[src/rtl/div_iter_unit.sv]
// ---------------------------------------------------------------------------
// div_iter_unit
//
// Iterative 32-bit restoring radix-2 divider for the execute-stage ALU.
// Handles DIV (signed) and DIVU (unsigned) in one datapath by dividing
// magnitudes and fixing up the signs on the final iteration. One quotient
// bit is produced per cycle, so a result appears 33 cycles after acceptance.
//
// Ports
//   clk        : rising-edge clock
//   resetn     : asynchronous active-low reset
//   flush      : synchronous abort, forces IDLE and discards the operation
//   data_valid : request level, held high by the ALU while it stalls
//   is_signed  : 1 = DIV, 0 = DIVU (sampled with the operands)
//   src1       : dividend (sampled on acceptance only)
//   src2       : divisor  (sampled on acceptance only)
//   div_out    : {quotient, remainder}, meaningful while res_valid is high
//   res_valid  : one-cycle result pulse (state == DONE)
//   busy       : high whenever the unit is not IDLE
// ---------------------------------------------------------------------------
module div_iter_unit (
  input  logic        clk,
  input  logic        resetn,
  input  logic        flush,
  input  logic        data_valid,
  input  logic        is_signed,
  input  logic [31:0] src1,
  input  logic [31:0] src2,
  output logic [63:0] div_out,
  output logic        res_valid,
  output logic        busy
);

  typedef enum logic [1:0] {
    IDLE = 2'd0,
    CALC = 2'd1,
    DONE = 2'd2
  } state_t;

  state_t      state_reg;
  logic [31:0] divisor_reg;   // divisor magnitude
  logic [31:0] rem_reg;       // partial remainder (its 33rd bit is always 0, so it is not stored)
  logic [31:0] quo_reg;       // dividend shifts out of the top, quotient shifts in at the bottom
  logic [4:0]  cnt_reg;
  logic        q_neg_reg;
  logic        r_neg_reg;
  logic        div0_reg;
  logic [31:0] src1_orig_reg; // raw dividend, returned as the remainder on divide-by-zero
  logic [63:0] div_out_reg;

  // Acceptance-time operand magnitudes. 0x80000000 negates to itself, which
  // is exactly the unsigned magnitude we want.
  logic [31:0] src1_mag;
  logic [31:0] src2_mag;

  // One restoring iteration
  logic [32:0] shifted;
  logic [32:0] trial;
  logic [31:0] rem_step;
  logic [31:0] quo_step;

  // Final signed correction applied on the last iteration
  logic [31:0] quo_fix;
  logic [31:0] rem_fix;
  logic [63:0] result_next;

  always_comb begin
    src1_mag = (is_signed && src1[31]) ? (32'd0 - src1) : src1;
    src2_mag = (is_signed && src2[31]) ? (32'd0 - src2) : src2;
  end

  always_comb begin
    shifted  = {rem_reg, quo_reg[31]};
    trial    = shifted - {1'b0, divisor_reg};
    rem_step = shifted[31:0];
    quo_step = {quo_reg[30:0], 1'b0};
    // Top bit clear means the divisor fits: keep the subtraction.
    if (!trial[32]) begin
      rem_step = trial[31:0];
      quo_step = {quo_reg[30:0], 1'b1};
    end
  end

  always_comb begin
    quo_fix = q_neg_reg ? (32'd0 - quo_step) : quo_step;
    rem_fix = r_neg_reg ? (32'd0 - rem_step) : rem_step;
    // Divide-by-zero ignores the iteration result entirely and is never
    // sign-corrected.
    result_next = div0_reg ? {32'hFFFF_FFFF, src1_orig_reg} : {quo_fix, rem_fix};
  end

  always_ff @(posedge clk or negedge resetn) begin
    if (!resetn) begin
      state_reg     <= IDLE;
      divisor_reg   <= '0;
      rem_reg       <= '0;
      quo_reg       <= '0;
      cnt_reg       <= '0;
      q_neg_reg     <= 1'b0;
      r_neg_reg     <= 1'b0;
      div0_reg      <= 1'b0;
      src1_orig_reg <= '0;
      div_out_reg   <= '0;
    end else if (flush) begin
      // Abort wins over everything, including a pending request in IDLE.
      // div_out is deliberately left untouched.
      state_reg <= IDLE;
    end else begin
      case (state_reg)
        IDLE: begin
          if (data_valid) begin
            state_reg     <= CALC;
            divisor_reg   <= src2_mag;
            rem_reg       <= '0;
            quo_reg       <= src1_mag;
            cnt_reg       <= '0;
            q_neg_reg     <= is_signed & (src1[31] ^ src2[31]);
            r_neg_reg     <= is_signed & src1[31];
            div0_reg      <= (src2 == 32'd0);
            src1_orig_reg <= src1;
          end
        end
        CALC: begin
          rem_reg <= rem_step;
          quo_reg <= quo_step;
          cnt_reg <= cnt_reg + 5'd1;
          if (cnt_reg == 5'd31) begin
            div_out_reg <= result_next;
            state_reg   <= DONE;
          end
        end
        DONE: begin
          // The request line is not looked at here; a still-high
          // data_valid is taken as the next instruction's request in IDLE.
          state_reg <= IDLE;
        end
        default: begin
          state_reg <= IDLE;
        end
      endcase
    end
  end

  assign div_out   = div_out_reg;
  assign res_valid = (state_reg == DONE);
  assign busy      = (state_reg != IDLE);

endmodule

[config.mk]
export PLATFORM = sky130hd
export DESIGN_NAME = div_iter_unit
export DESIGN_NICKNAME = d
export VERILOG_FILES = /design/src/rtl/div_iter_unit.sv
export SDC_FILE = /design/constraint.sdc
export NUM_CORES = 1
export LEC_CHECK = 0
export ABC_AREA = 1
export CAP_MARGIN = 20
export CORE_MARGIN = 5
export CORE_UTILIZATION = 55
export CTS_CLUSTER_DIAMETER = 150
export DETAILED_ROUTE_END_ITERATION = 12
export PLACE_DENSITY = 0.77
export SLEW_MARGIN = 40
export SYNTH_ARGS = -nofsm -noshare
export SYNTH_HDL_FRONTEND = slang
export SYNTH_SLANG_ARGS = --single-unit
[constraint.sdc]
create_clock -name clk -period 4.35 [get_ports clk]
set_input_delay 0.87 -clock clk [delete_from_list [all_inputs] [get_ports clk]]
set_output_delay 0.87 -clock clk [all_outputs]
set_load 0.01 [all_outputs]
==> impl_results.md, run 1 <==
* Clock root cell: clkbuf_16
* Synthesized instance count at 2089
* CTS Hold Bufs at 0
* Slowest cell on crit path: fa_1
* Most frequent cells in the layout: 638 x nand2_1, 288 x inv_1, 201 x dfrtp_1
* Sink Count at 202
* Routed wire length per instance at 18.5 µm
* Filler Cell Count at 2268
* Worst setup margin at 0.331 ns
* Syn-to-layout area delta at 17.4%
* Cell Area, Synth at 0.0142 mm²
* Max incr delay on CP at 0.42 ns
* Final Cycle Share at 92.4%
* Initial antenna violation count at 0
* Final Skew at 0.0309 ns
* Post-CTS sizing at 0
* CTS tree: done
* Initial detailed-routing violation count at 1754
* Slew Viols, Final at 0
* Synthesis-stage register bit count at 202
* Pin count of the biggest net entering global routing at 117
* Commonest non-fill, non-tap cell in the layout: nand2_1
* Unrepaired setup endpoints after global routing: false
* First-pass GRT wire length at 75100 µm
* Final Cell Area at 0.0166 mm²
* Worst vdd ir at 422 µV
* Top FF cell, synth: dfrtp_1
* DR vias at 14519
* Syn avg cell area at 6.78 µm²
* Area after DPL at 0.0158 mm²
* Fmax at 249 MHz
* Initial Util at 56.1%
* Max Root-Sink Buffers at 3
* Synth async-reset ratio at 100%
* Total wire length at 47000 µm
* Worst Hold Class: primary input to asynchronous set/reset pin
* Grt total ovfl at 0
* Tmin final at 4.02 ns
* Num ports at 135
* Relative slew slack at 50.3%
* Nets at 2309
* Setup violations, final at 0
* # rows at 58
* Final hold viol count at 0
* H-tree depth at 1
* Worst slew pin tran at 0.745 ns
* DR vias/cell at 5.70
* Dpl hpwl at 36000 µm
* Syn nets at 2197
* GRT Util Overall at 32.2%
* # diodes at 0
* Post-synth cell types at 49
* Leakage at 8.69 nW
* Synth warnings at 0
* Input/output buffers at 134
* Worst-case reg-to-reg path depth at 25
* Die Area at 0.0291 mm²
* Crit path arrival time at 4.45 ns
* # Post-CTS Setup Buffers at 0
* Clock-pin slew on the worst setup and hold paths at 0.06 ns
* Max reg flops at 64
* Die Span Y at 170 µm
* CP max FO at 9
* Post-Place Setup Slack at 0.211 ns
* Router iterations before antenna repair at 6
* Core box area at 0.0253 mm²
* Clk Latency, worst-skew pair at 0.54 ns
* Worst Path Required at 4.78 ns
* DRC viols at 0
* Register area share after synthesis at 35.7%
* Die width at 170 µm
* Kind of critical path: flop to flop
* EDFF count, synth at 0
* Max Cap Viol at 0
* Share of layout cells above drive strength 1 at 6.58%
* Crit start category: flop
* Power density over cell area at 698 mW/mm²
* Crit end category: flop
* Status: finished clean
* Vias in the first global route at 13789
* Detail Route Antenna Nets at 0
* Final core utilization at 65.9%
* Fin Setup TNS at 0 ns
* GPL Wtd Cong at 1.02
* TritonCTS buffer count at 24
critical path: cells and delay by family (launching register included):
| kind | cells | cell delay [ns] |
|---|---|---|
| AO/OA/AOI/OAI | 3 | 0.50 |
| AND/OR/NAND/NOR | 14 | 1.71 |
| buffers and inverters | 4 | 0.39 |
| adder cells (fa/ha/maj) | 3 | 0.76 |
| flip-flops | 1 | 0.36 |
| XOR/XNOR | 1 | 0.17 |
cell usage after synthesis, types with 3 or more instances:
cell type | number | area [µm²]
o41ai_1 | 3 | 26.3
ha_1 | 38 | 475
o221ai_1 | 14 | 123
o22ai_1 | 53 | 332
o211ai_1 | 8 | 60.1
or2_2 | 3 | 18.8
nor2_1 | 180 | 676
nand3_1 | 107 | 536
nor4_1 | 5 | 31.3
buf_2 | 3 | 15.0
nand2_1 | 638 | 2390
nor2_2 | 7 | 43.8
nand2_4 | 8 | 90.1
nand4_1 | 20 | 125
a21oi_1 | 85 | 425
nor2_4 | 4 | 45.0
clkbuf_1 | 49 | 184
o21ai_0 | 141 | 706
nand3b_1 | 13 | 97.6
dfrtp_1 | 202 | 5050
inv_2 | 9 | 33.8
a31oi_1 | 11 | 68.8
o21bai_1 | 5 | 37.5
nor3_1 | 32 | 160
a21oi_2 | 4 | 35.0
buf_4 | 3 | 22.5
buf_1 | 7 | 26.3
buf_8 | 4 | 60.1
o31ai_1 | 3 | 22.5
xor2_1 | 48 | 420
xnor2_1 | 27 | 236
inv_1 | 288 | 1080
nand2_2 | 35 | 219
o21ai_1 | 9 | 45.0
metal layers:
layer / GRT usage [%] / up-vias / wire length [µm]
li1: - / 6955 / -
met1: 47.5 / 6748 / 20500
met2: 49.7 / 698 / 20800
met3: 4.18 / 118 / 3900
met4: 10.0 / 0 / 1760
met5: 0 / - / 0
final cells by class:
type	count	area, µm²	area share [%]
multi-input cells	1522	7710	46.3
flip-flops and latches	202	5060	30.4
repair buffers	152	1520	9.14
inverters	299	1120	6.75
clock buffers	29	659	3.96
well taps	330	413	2.48
clock inverters	14	156	0.940
power breakdown:
group	internal, mW	switching [mW]
logic	2.22	4.80
registers	2.21	0.318
clock network	1.21	0.859
cell families (layout without fill, tap and decap cells):
logic type | Yosys count | count (layout) | share of synthesized area (%)
AOI/OAI and AO/OA | 347 | 347 | 14.0
xor gates and xnor gates | 75 | 75 | 4.64
adders and majority gates | 39 | 39 | 3.50
buffers and inverters | 365 | 494 | 10.1
DFF | 202 | 202 | 35.7
and+or+nand+nor | 1061 | 1061 | 32.1
stage by stage:
stage	hold WS (ns)	cells	total power, mW
final	0.321	2548	11.6
after global routing	0.358	2548	12.5
after CTS	0.354	2548	11.5
after detailed placement	0.467	2505	9.39
after global placement	0.463	2505	9.31
after floorplan	0.444	2089	7.64
worst paths after layout:
path	startpoint	to	slack (ns)
setup / recovery	quo_reg[31]$_DFFE_PN0P_	div_out[58]$_DFFE_PN0P_	0.33
hold / removal	resetn	rem_reg[10]$_DFFE_PN0P_	0.32
setup reg to reg	quo_reg[31]$_DFFE_PN0P_	div_out[58]$_DFFE_PN0P_	0.33
hold reg to reg	div_out[23]$_DFFE_PN0P_	div_out[23]$_DFFE_PN0P_	0.48
max in group asynchronous	resetn	src1_orig_reg[1]$_DFFE_PN0P_	3.35
min in group clk	div_out[23]$_DFFE_PN0P_	div_out[23]$_DFFE_PN0P_	0.48
(Power assumes the default switching activity.)
==> run 2, diff against run 1 <==
--- a/config.mk
+++ b/config.mk
@@ -7,11 +7,11 @@
 export LEC_CHECK = 0
 export ABC_AREA = 1
 export CAP_MARGIN = 20
-export CORE_MARGIN = 5
 export CORE_UTILIZATION = 55
 export CTS_CLUSTER_DIAMETER = 150
 export DETAILED_ROUTE_END_ITERATION = 12
 export PLACE_DENSITY = 0.77
+export SKIP_LAST_GASP = 1
 export SLEW_MARGIN = 40
 export SYNTH_ARGS = -nofsm -noshare
 export SYNTH_HDL_FRONTEND = slang
==> run 2 against run 1 <==
- utilization rose by 0.28 points
- hold slack got worse by 0.086 ns
- combinational power barely moved
- highest routed layer unchanged
- register-to-register slack got worse by 0.02 ns
- die area fell by 9.2%
- sequential cell count did not move
- worst setup slack got worse by 0.019 ns
- final cell count rose by 0.20%
- largest power group unchanged
==> impl_results.md, run 2 (same netlist as run 1, synthesis figures left out) <==
* Clock root cell: clkbuf_16 (unchanged)
* Vias in the first global route at 13749 (was 13789)
* Most frequent cells in the layout: 638 x nand2_1, 287 x inv_1, 201 x dfrtp_1 (was 638 x nand2_1, 288 x inv_1, 201 x dfrtp_1)
* Final Skew at 0.0280 ns (was 0.0309 ns)
* Grt total ovfl at 0 (unchanged)
* CTS tree: done (unchanged)
* Input/output buffers at 134 (unchanged)
* Leakage at 8.73 nW (was 8.69 nW)
* Kind of critical path: flop to flop (unchanged)
* Crit start category: flop (unchanged)
* Status: finished clean (unchanged)
* Area after DPL at 0.0158 mm² (about the same)
* # rows at 58 (unchanged)
* Sink Count at 202 (unchanged)
* Footprint of the multi-input gates at 0.00771 mm² (about the same)
* CP max FO at 24 (was 9)
* Die width at 162 µm (was 170 µm)
* Die Span Y at 162 µm (was 170 µm)
* Syn-to-layout area delta at 17.9% (was 17.4%)
* Share of layout cells above drive strength 1 at 6.75% (was 6.58%)
* Initial antenna violation count at 1 (was 0)
* Max reg flops at 64 (unchanged)
* Slew Viols, Final at 0 (unchanged)
* Power density over cell area at 704 mW/mm² (was 698 mW/mm²)
* FF-to-FF setup slack at 0.31 ns (was 0.33 ns)
* Reg-to-reg endpoint: div_out[20]$_DFFE_PN0P_ (was div_out[58]$_DFFE_PN0P_)
* Initial Util at 56.1% (unchanged)
* Total wire length at 46300 µm (was 47000 µm)
* Final Cell Area at 0.0167 mm² (was 0.0166 mm²)
* Max Cap Viol at 0 (unchanged)
* Worst vdd ir at 424 µV (was 422 µV)
* Unrepaired setup endpoints after global routing: false (unchanged)
* Detail Route Antenna Nets at 0 (unchanged)
* Clk Latency, worst-skew pair at 0.55 ns (was 0.54 ns)
* Max Root-Sink Buffers at 3 (unchanged)
* Routed wire length per instance at 18.1 µm (was 18.5 µm)
* Relative slew slack at 54.8% (was 50.3%)
* Fin Setup TNS at 0 ns (unchanged)
* DR vias/cell at 5.70 (about the same)
* Worst-case reg-to-reg path depth at 26 (was 25)
* Worst slew pin tran at 0.677 ns (was 0.745 ns)
* TritonCTS buffer count at 25 (was 24)
* Nets at 2311 (was 2309)
* Filler Cell Count at 2274 (was 2268)
* Final Cycle Share at 92.8% (was 92.4%)
* R2r startpoint: quo_reg[31]$_DFFE_PN0P_ (unchanged)
* First-pass GRT wire length at 73400 µm (was 75100 µm)
* CTS Hold Bufs at 0 (unchanged)
* Num ports at 135 (unchanged)
* H-tree depth at 1 (unchanged)
* Total power draw at 11.8 mW (was 11.6 mW)
* Crit path arrival time at 4.44 ns (was 4.45 ns)
* Clock-pin slew on the worst setup and hold paths at 0.06 ns (about the same)
* Commonest non-fill, non-tap cell in the layout: nand2_1 (unchanged)
* DRC viols at 0 (unchanged)
* Fmax at 248 MHz (was 249 MHz)
* Core box area at 0.0253 mm² (unchanged)
* GRT Util Overall at 35.7% (was 32.2%)
* Die Area at 0.0264 mm² (was 0.0291 mm²)
* Dpl hpwl at 35200 µm (was 36000 µm)
* Initial detailed-routing violation count at 1615 (was 1754)
* Router iterations before antenna repair at 7 (was 6)
* Final hold viol count at 0 (unchanged)
* DR vias at 14547 (was 14519)
* Pin count of the biggest net entering global routing at 100 (was 117)
* FF/Latch Area at 0.00506 mm² (unchanged)
* Worst Hold Class: primary input to asynchronous set/reset pin (unchanged)
* Setup violations, final at 0 (unchanged)
* Tmin final at 4.04 ns (was 4.02 ns)
* GPL Wtd Cong at 0.976 (was 1.02)
* Crit end category: flop (unchanged)
* Worst Path Required at 4.75 ns (was 4.78 ns)
==> run 2: cell count changes in the layout (fill, tap and decap cells not counted), sizes merged <==
cell,delta
clkbuf,+1
diode,+1
clkinv,-2
bufinv,+2
inv,+2
clkinvlp,-1
buf,+2
==> run 2: final cells by class <==
class | instances | area share, %
antenna | 1 | 0.0150
clock buffer | 31 | 4.06
clock inverter | 15 | 1.18
inverter | 299 | 6.73
multi-input combinational | 1522 | 46.2
sequential | 202 | 30.3
tap | 330 | 2.47
timing repair buffer | 153 | 9.11
==> run 2: critical path: stages, from the launching register on <==
cell,delay [ns]
dfrtp_1,0.35
inv_1,0.10
ha_1,0.15
inv_1,0.07
fa_1,0.43
nand2_1,0.09
nand2_1,0.09
nand3_2,0.09
nand2_2,0.08
nand2_2,0.10
nand2_4,0.07
nand2_4,0.11
nand3_4,0.14
nand2_4,0.15
buf_4,0.36
nand2_1,0.12
nand2_1,0.14
ha_1,0.20
nand3_1,0.10
nand2_1,0.14
nand2_2,0.13
nor2_4,0.20
nand2_2,0.08
nand2_1,0.06
nand2_1,0.05
o21ai_1,0.20
nand2_1,0.09
==> run 2: stage by stage <==
stage	worst slack, ns	utilization (%)	hold slack (ns)	std cells
floorplan	0.533	-	0.444	2089
global placement	0.305	62.5	0.460	2505
detailed placement	0.130	62.5	0.467	2505
CTS	0.115	66.0	0.457	2551
global route	0.0585	66.2	0.275	2552
finish	0.312	66.2	0.235	2553
==> run 2: worst max-delay path by stage <==
stage | from | end | depth (start not counted)
final | quo_reg[31]$_DFFE_PN0P_ | div_out[20]$_DFFE_PN0P_ | 26
after global routing | quo_reg[31]$_DFFE_PN0P_ | div_out[20]$_DFFE_PN0P_ | 26
after CTS | quo_reg[31]$_DFFE_PN0P_ | div_out[62]$_DFFE_PN0P_ | 24
after detailed placement | quo_reg[31]$_DFFE_PN0P_ | div_out[62]$_DFFE_PN0P_ | 24
after global placement | quo_reg[31]$_DFFE_PN0P_ | div_out[62]$_DFFE_PN0P_ | 24
after floorplan | quo_reg[31]$_DFFE_PN0P_ | div_out[62]$_DFFE_PN0P_ | 26
==> run 2: where the power goes <==
part | leakage (nW) | switching (mW) | internal (mW) | total, mW
clock | 0.429 | 0.871 | 1.35 | 2.22
combinational | 5.66 | 4.79 | 2.22 | 7.01
sequential | 2.65 | 0.313 | 2.21 | 2.52
total | 8.73 | 5.97 | 5.78 | 11.8
==> run 2: timing repair <==
action,CTS,global route
setup endpoints to repair,0,5
resized for setup,0,3
buffers inserted,0,0
==> run 2: routing by layer <==
metal / vias to the layer above / share of wire, % / global-route usage [%] / routed length (µm)
met3: 123 / 8.3 / 4.63 / 3860
li1: 6943 / - / - / -
met4: 0 / 4.0 / 13.8 / 1860
met2: 708 / 45 / 55.6 / 20700
met5: - / 0 / 0 / 0
met1: 6773 / 43 / 50.5 / 19900
